## src/rtl/uart_pkg.sv

```systemverilog
// Shared UART definitions: oversampling constants, frame state encoding
// (common to the TX and RX paths) and the parity helper.
package uart_pkg;

  localparam int OVERSAMPLE = 16;
  localparam int TICK_W     = 4;
  localparam int PAR_W      = 16;

  typedef enum logic [2:0] {
    ST_IDLE   = 3'd0,
    ST_START  = 3'd1,
    ST_DATA   = 3'd2,
    ST_PARITY = 3'd3,
    ST_STOP   = 3'd4
  } uart_state_e;

  // Even parity is the XOR of the data; odd parity is its complement.
  // Narrower words are zero-extended by the caller, which leaves the XOR unchanged.
  function automatic logic calc_parity(input logic [PAR_W-1:0] data, input logic odd);
    return odd ? ~(^data) : (^data);
  endfunction

endpackage

```

## src/rtl/uart_tx_fifo.sv

```systemverilog
// First-word fall-through FIFO for the UART transmitter. The head entry is
// always presented on rd_data; full and empty are registered flags.
module uart_tx_fifo
  import uart_pkg::*;
#(
  parameter int N_BIT   = 8,
  parameter int FIFO_AW = 2
) (
  input  logic             clk,
  input  logic             rst,
  input  logic             wr_en,
  input  logic [N_BIT-1:0] wr_data,
  input  logic             rd_en,
  output logic [N_BIT-1:0] rd_data,
  output logic             full,
  output logic             empty
);

  localparam int DEPTH = 2**FIFO_AW;

  logic [N_BIT-1:0]   r_mem [DEPTH];
  logic [FIFO_AW-1:0] r_wptr;
  logic [FIFO_AW-1:0] r_rptr;
  logic               r_full;
  logic               r_empty;

  logic               w_push;
  logic               w_pop;
  logic [FIFO_AW-1:0] w_wptr_nxt;
  logic [FIFO_AW-1:0] w_rptr_nxt;

  // A push while full and a pop while empty are both dropped here, so the
  // storage is never overwritten and the read pointer never runs past data.
  assign w_push     = wr_en && !r_full;
  assign w_pop      = rd_en && !r_empty;
  assign w_wptr_nxt = r_wptr + FIFO_AW'(1);
  assign w_rptr_nxt = r_rptr + FIFO_AW'(1);

  // Storage array: written on accepted pushes, contents need no reset
  always_ff @(posedge clk) begin
    if (w_push) begin
      r_mem[r_wptr] <= wr_data;
    end
  end

  // Pointer and flag update; simultaneous push and pop leaves the flags alone
  always_ff @(posedge clk or negedge rst) begin
    if (!rst) begin
      r_wptr  <= '0;
      r_rptr  <= '0;
      r_full  <= 1'b0;
      r_empty <= 1'b1;
    end else begin
      if (w_push) begin
        r_wptr <= w_wptr_nxt;
      end
      if (w_pop) begin
        r_rptr <= w_rptr_nxt;
      end
      case ({w_push, w_pop})
        2'b10: begin
          r_empty <= 1'b0;
          r_full  <= (w_wptr_nxt == r_rptr);
        end
        2'b01: begin
          r_full  <= 1'b0;
          r_empty <= (w_rptr_nxt == r_wptr);
        end
        default: begin
        end
      endcase
    end
  end

  assign rd_data = r_mem[r_rptr];
  assign full    = r_full;
  assign empty   = r_empty;

endmodule

```

## src/rtl/uart_tx_top.sv

```systemverilog
// UART transmitter: write FIFO plus frame serializer driven by the shared
// 16x oversample enable S_tick.
//
//   state     | meaning
//   ----------+--------------------------------------------------------
//   ST_IDLE   | line high; pops the FIFO head as soon as one is present
//   ST_START  | start bit (low) for 16 S_ticks
//   ST_DATA   | N_BIT data bits, LSB first, 16 S_ticks each
//   ST_PARITY | parity bit for 16 S_ticks (only when PARITY_EN)
//   ST_STOP   | line high for SB_TICK S_ticks, then done pulse
//
// All outputs are flops. tx and tx_busy are loaded from the state the FSM is
// in, so they trail a state change by one clk: a pop at edge n shows tx low
// and tx_busy high at edge n+1. tx_busy is cleared directly on the edge that
// ends the stop period so it falls together with tx_done_tick.
module uart_tx_top
  import uart_pkg::*;
#(
  parameter int N_BIT      = 8,
  parameter int SB_TICK    = 16,
  parameter int PARITY_EN  = 1,
  parameter int PARITY_ODD = 0,
  parameter int FIFO_AW    = 2
) (
  input  logic             clk,
  input  logic             rst,
  input  logic             S_tick,
  input  logic             tx_wr_en,
  input  logic [N_BIT-1:0] tx_wr_data,
  output logic             tx,
  output logic             tx_full,
  output logic             tx_empty,
  output logic             tx_busy,
  output logic             tx_done_tick
);

  // The tick counter is 4 bits for bit periods; it widens only when the stop
  // period is longer than one bit.
  localparam int S_W = (SB_TICK > OVERSAMPLE) ? $clog2(SB_TICK) : TICK_W;
  localparam int N_W = (N_BIT > 1) ? $clog2(N_BIT) : 1;

  localparam logic [S_W-1:0] S_BIT_LAST  = S_W'(OVERSAMPLE - 1);
  localparam logic [S_W-1:0] S_STOP_LAST = S_W'(SB_TICK - 1);
  localparam logic [N_W-1:0] N_LAST      = N_W'(N_BIT - 1);

  uart_state_e      r_state;
  logic [S_W-1:0]   r_s;
  logic [N_W-1:0]   r_n;
  logic [N_BIT-1:0] r_b;
  logic             r_par;
  logic             r_tx;
  logic             r_busy;
  logic             r_done;

  logic [N_BIT-1:0] w_head;
  logic             w_empty;
  logic             w_full;
  logic             w_pop;

  // Only IDLE pops, and only when there is something to pop.
  assign w_pop = (r_state == ST_IDLE) && !w_empty;

  uart_tx_fifo #(
    .N_BIT   (N_BIT),
    .FIFO_AW (FIFO_AW)
  ) u_fifo (
    .clk     (clk),
    .rst     (rst),
    .wr_en   (tx_wr_en),
    .wr_data (tx_wr_data),
    .rd_en   (w_pop),
    .rd_data (w_head),
    .full    (w_full),
    .empty   (w_empty)
  );

  // Frame sequencer with registered line, busy and done outputs
  always_ff @(posedge clk or negedge rst) begin
    if (!rst) begin
      r_state <= ST_IDLE;
      r_s     <= '0;
      r_n     <= '0;
      r_b     <= '0;
      r_par   <= 1'b0;
      r_tx    <= 1'b1;
      r_busy  <= 1'b0;
      r_done  <= 1'b0;
    end else begin
      r_done <= 1'b0;
      case (r_state)
        ST_IDLE: begin
          r_tx   <= 1'b1;
          r_busy <= 1'b0;
          if (!w_empty) begin
            r_b     <= w_head;
            r_par   <= calc_parity(PAR_W'(w_head), (PARITY_ODD != 0));
            r_s     <= '0;
            r_state <= ST_START;
          end
        end

        ST_START: begin
          r_tx   <= 1'b0;
          r_busy <= 1'b1;
          if (S_tick) begin
            if (r_s == S_BIT_LAST) begin
              r_s     <= '0;
              r_n     <= '0;
              r_state <= ST_DATA;
            end else begin
              r_s <= r_s + S_W'(1);
            end
          end
        end

        ST_DATA: begin
          r_tx   <= r_b[0];
          r_busy <= 1'b1;
          if (S_tick) begin
            if (r_s == S_BIT_LAST) begin
              r_s <= '0;
              r_b <= r_b >> 1;
              if (r_n == N_LAST) begin
                r_state <= (PARITY_EN != 0) ? ST_PARITY : ST_STOP;
              end else begin
                r_n <= r_n + N_W'(1);
              end
            end else begin
              r_s <= r_s + S_W'(1);
            end
          end
        end

        ST_PARITY: begin
          r_tx   <= r_par;
          r_busy <= 1'b1;
          if (S_tick) begin
            if (r_s == S_BIT_LAST) begin
              r_s     <= '0;
              r_state <= ST_STOP;
            end else begin
              r_s <= r_s + S_W'(1);
            end
          end
        end

        ST_STOP: begin
          r_tx   <= 1'b1;
          r_busy <= 1'b1;
          if (S_tick) begin
            if (r_s == S_STOP_LAST) begin
              r_s     <= '0;
              r_done  <= 1'b1;
              r_busy  <= 1'b0;
              r_state <= ST_IDLE;
            end else begin
              r_s <= r_s + S_W'(1);
            end
          end
        end

        default: begin
          r_tx    <= 1'b1;
          r_busy  <= 1'b0;
          r_state <= ST_IDLE;
        end
      endcase
    end
  end

  assign tx           = r_tx;
  assign tx_busy      = r_busy;
  assign tx_done_tick = r_done;
  assign tx_full      = w_full;
  assign tx_empty     = w_empty;

endmodule

```

## config.mk

```make
export PLATFORM = sky130hd
export DESIGN_NAME = uart_tx_top
export DESIGN_NICKNAME = d
export VERILOG_FILES = /design/src/rtl/uart_pkg.sv /design/src/rtl/uart_tx_fifo.sv /design/src/rtl/uart_tx_top.sv
export SDC_FILE = /design/constraint.sdc
export NUM_CORES = 1
export LEC_CHECK = 0
export ABC_CLOCK_PERIOD_IN_PS = 2050
export CORE_AREA = 2 2 107 109
export CTS_CLUSTER_SIZE = 24
export DETAILED_ROUTE_END_ITERATION = 16
export DIE_AREA = 0 0 109 111
export GPL_TIMING_DRIVEN = 0
export SLEW_MARGIN = 20
export SYNTH_ARGS = -nofsm -noshare
export SYNTH_HDL_FRONTEND = slang
export SYNTH_SLANG_ARGS = --single-unit
export TNS_END_PERCENT = 20
```

## constraint.sdc

```tcl
create_clock -name clk -period 2.05 [get_ports clk]
set_input_delay 0.41 -clock clk [delete_from_list [all_inputs] [get_ports clk]]
set_output_delay 0.41 -clock clk [all_outputs]
set_load 0.02 [all_outputs]
```

==> impl_metrics.env <==
export IMPL_status="completed"
export IMPL_clockBufferDepth=2
export IMPL_place_congestion=0.714
export IMPL_synth_main_ff_cell="edfxtp_1"
export IMPL_die_area_sq_um=12100
export IMPL_grt_usage=0.0879
export IMPL_grt_max_degree=29
export IMPL_rsz0062_at_grt="no"
export IMPL_multi_input_area_sq_um=983
export IMPL_critPathKind="flop to output port"
export IMPL_syn_nets=226
export IMPL_cp_slowest_cell="clkdlybuf4s50_1"
export IMPL_finalCritPeriodShare=0.926
export IMPL_powerDensity_nw_per_um2=1640
export IMPL_synth_area_leaders="edfxtp_1 (36%), dfrtp_1 (24%), mux4_2 (5.0%)"
export IMPL_netlist_area_leader_share=0.356
export IMPL_synth_xor_xnor_area_share=0.0389
export IMPL_crit_family="buffers and inverters"
export IMPL_synth_distinct_cells=34
export IMPL_cts_tree="yes"
export IMPL_asyncSetResetFlopFracSynth=0.467
export IMPL_ir_worst_vdd_mv=0.558
export IMPL_cp_max_fo=4
export IMPL_antenna_cells=0
export IMPL_num_rows=39
export IMPL_crit_path_cell_trace="clkdlybuf4s50_1"
export IMPL_yosysWarnings=0
export IMPL_crit_arrival_ps=1490
export IMPL_clkLatencyLatePin_ps=320
export IMPL_synth_edf_count=32
export IMPL_clk_pin_slew_ps=60
export IMPL_synth_top_family_by_area="multiplexers"
export IMPL_yosys_mux_area_fraction=0.108
export IMPL_start_util=0.244
export IMPL_h_tree_depth=3
export IMPL_power_leakage_nw=1.31
export IMPL_seq_area_frac_synth=0.617
export IMPL_fmax_ghz=0.527
export IMPL_slew_viol_final=0
export IMPL_io_pins=17
export IMPL_crit_buf_inv=1
export IMPL_dr_pass1_iters=4
export IMPL_reg2regPathDepth=6
export IMPL_portBuffers=15
export IMPL_syn_inst=206
export IMPL_antenna_found_initial=0
export IMPL_tns_ps=0
export IMPL_synthSimpleGateAreaFrac=0.0992
export IMPL_die_w_um=109
export IMPL_grt_overflow_total=0
export IMPL_vias=1640
export IMPL_worst_clock_skew_ps=6.71
export IMPL_drcViolationCount=0
export IMPL_avgSynthCellArea_sq_um=13.1
export IMPL_drt_wl_total_mm=4.83
export IMPL_r2r_start="u_fifo.r_rptr[0]$_DFFE_PN0P_"
export IMPL_synth_area_sq_um=2700
export IMPL_seqCellArea_sq_um=1670
export IMPL_wl_per_cell_um=12.7
export IMPL_fp_dieH_um=111
export IMPL_first_iter_violations=78
export IMPL_crit_path_end_kind="output port"
export IMPL_final_antenna_net_count=0
export IMPL_grt_pass1_vias=1610
export IMPL_rrSetupSlack_ps=170
export IMPL_start_kind="flop"
export IMPL_final_cell_mix="edfxtp_1 (32), dfrtp_1 (25), nor2_1 (18)"
export IMPL_areaGrowthSynthToFinish_pct=23.7
export IMPL_max_cap_violations=0
export IMPL_tightestPinTransition_ps=717
export IMPL_dp_slack_ps=-151
export IMPL_grt_pass1_wl_mm=8.01
export IMPL_whs_ps=107
export IMPL_yosys_register_bits=60
export IMPL_cts_hold_buf=0
export IMPL_vias_per_cell=4.32
export IMPL_core_area_sq_um=11100
export IMPL_fin_crit_ps=1900
export IMPL_final_net_count=252
export IMPL_fillers=1123
export IMPL_timing_rr_end="r_par$_DFFE_PN0P_"
export IMPL_hold_viol=0
export IMPL_hold_class="input pin to asynchronous set/reset pin"
export IMPL_yosysTopAreaCell="edfxtp_1"
export IMPL_clkSinkCount=60
export IMPL_final_common_cell="edfxtp_1"
export IMPL_setup_viol=0
export IMPL_dp_hpwl_mm=3.18
export IMPL_synth_compound_area_frac=0.0751
export IMPL_drive_above_1_share=0.139
export IMPL_relSlewSlack=0.519
export IMPL_layout_setup_ws_ps=152
export IMPL_synth_adder_area_share=0.0371
export IMPL_cpPeakStageDelay_ps=610
export IMPL_clock_tree_root_cell="clkbuf_16"
export IMPL_cp_required_ps=1640
export IMPL_cts_buffers=9
[worst reg2reg max path: cells and delay by family (launching register included)]
kind | cells | cell delay [ps]
compound gates | 1 | 80
flops | 1 | 400
mux | 1 | 550
buf+inv | 1 | 190
xor+xnor | 3 | 540
[metrics by stage]
step            util  instance area (sq um)  instances  power (mW)
4_1_cts        0.300                   3320        380        5.50
6_report       0.301                   3340        380        5.48
3_3_place_gp   0.273                   3030        364        3.93
2_1_floorplan      -                   2700        206        3.47
3_5_place_dp   0.273                   3020        364        3.98
5_1_grt        0.301                   3340        380        5.88
[area by class of cell]
| class | instances | area share |
|---|---|---|
| Tap cell | 143 | 0.0536 |
| Clock buffer | 9 | 0.0674 |
| Buffer | 8 | 0.0124 |
| Timing Repair Buffer | 15 | 0.0435 |
| Multi-Input combinational cell | 131 | 0.294 |
| Clock inverter | 7 | 0.0221 |
| Inverter | 7 | 0.00787 |
| Sequential cell | 60 | 0.499 |
[synthesized netlist by cell type, drive strengths merged, types with 3 or more instances]
cell,number
and2,6
nor2,19
xnor2,10
a21oi,14
inv,7
edfxtp,32
nand3,5
clkbuf,4
buf,4
mux2,3
nand2,14
nand2b,3
o21ai,12
ha,8
dfrtp,26
mux4,8
nor3,5
mux2i,7
[per-layer routing]
layer,part of all wire,global-route usage,wire length (um)
met1,0.48,0.118,2330
met3,0.046,0.0376,220
met5,0,0,0
met2,0.46,0.127,2220
met4,0.014,0.0308,66
[power breakdown]
part,internal (mW),total [mW],switching (mW)
sequential,1.65,1.83,0.188
clock,0.945,1.50,0.550
combinational,0.969,2.15,1.18
total,3.56,5.48,1.92
[sequential cells by signal, indices dropped and copies added, names as in the netlist]
name and flops:
r_b 8, tx 1, tx_done_tick 1, r_n 3, r_state 3, r_par 1
r_s 4, u_fifo.empty 1, u_fifo.r_wptr 2, tx_busy 1, u_fifo.r_rptr 2, u_fifo.full 1
u_fifo.r_mem 32
[logic make-up after synthesis]
group                    after synthesis
flip-flops                            60
AND/OR/NAND/NOR                       58
AO/OA/AOI/OAI                         35
multiplexers                          18
buffers and inverters                 15
XOR/XNOR                              12
adder cells (fa/ha/maj)                8
[how the worst max path moves through the flow]
| stage | start | cells past startpoint | end | slack (ps) |
|---|---|---|---|---|
| 6_report | u_fifo.empty$_DFFE_PN1P_ | 1 | tx_empty | 150 |
| 5_1_grt | u_fifo.r_rptr[0]$_DFFE_PN0P_ | 6 | r_par$_DFFE_PN0P_ | 20 |
| 4_1_cts | u_fifo.r_rptr[0]$_DFFE_PN0P_ | 6 | r_par$_DFFE_PN0P_ | 90 |
| 3_5_place_dp | tx_wr_en | 4 | u_fifo.r_mem[2][0]$_DFFE_PP_ | -150 |
| 3_3_place_gp | tx_wr_en | 4 | u_fifo.r_mem[2][5]$_DFFE_PP_ | -110 |
| 2_1_floorplan | u_fifo.empty$_DFFE_PN1P_ | 4 | u_fifo.full$_DFFE_PN0P_ | 280 |
[repair_timing]
action / CTS / global route
gates resized for setup: 0 / 5
endpoints found under the setup margin: 0 / 4
setup buffers: 0 / 0
No activity file was read; power rests on OpenSTA's default activity.
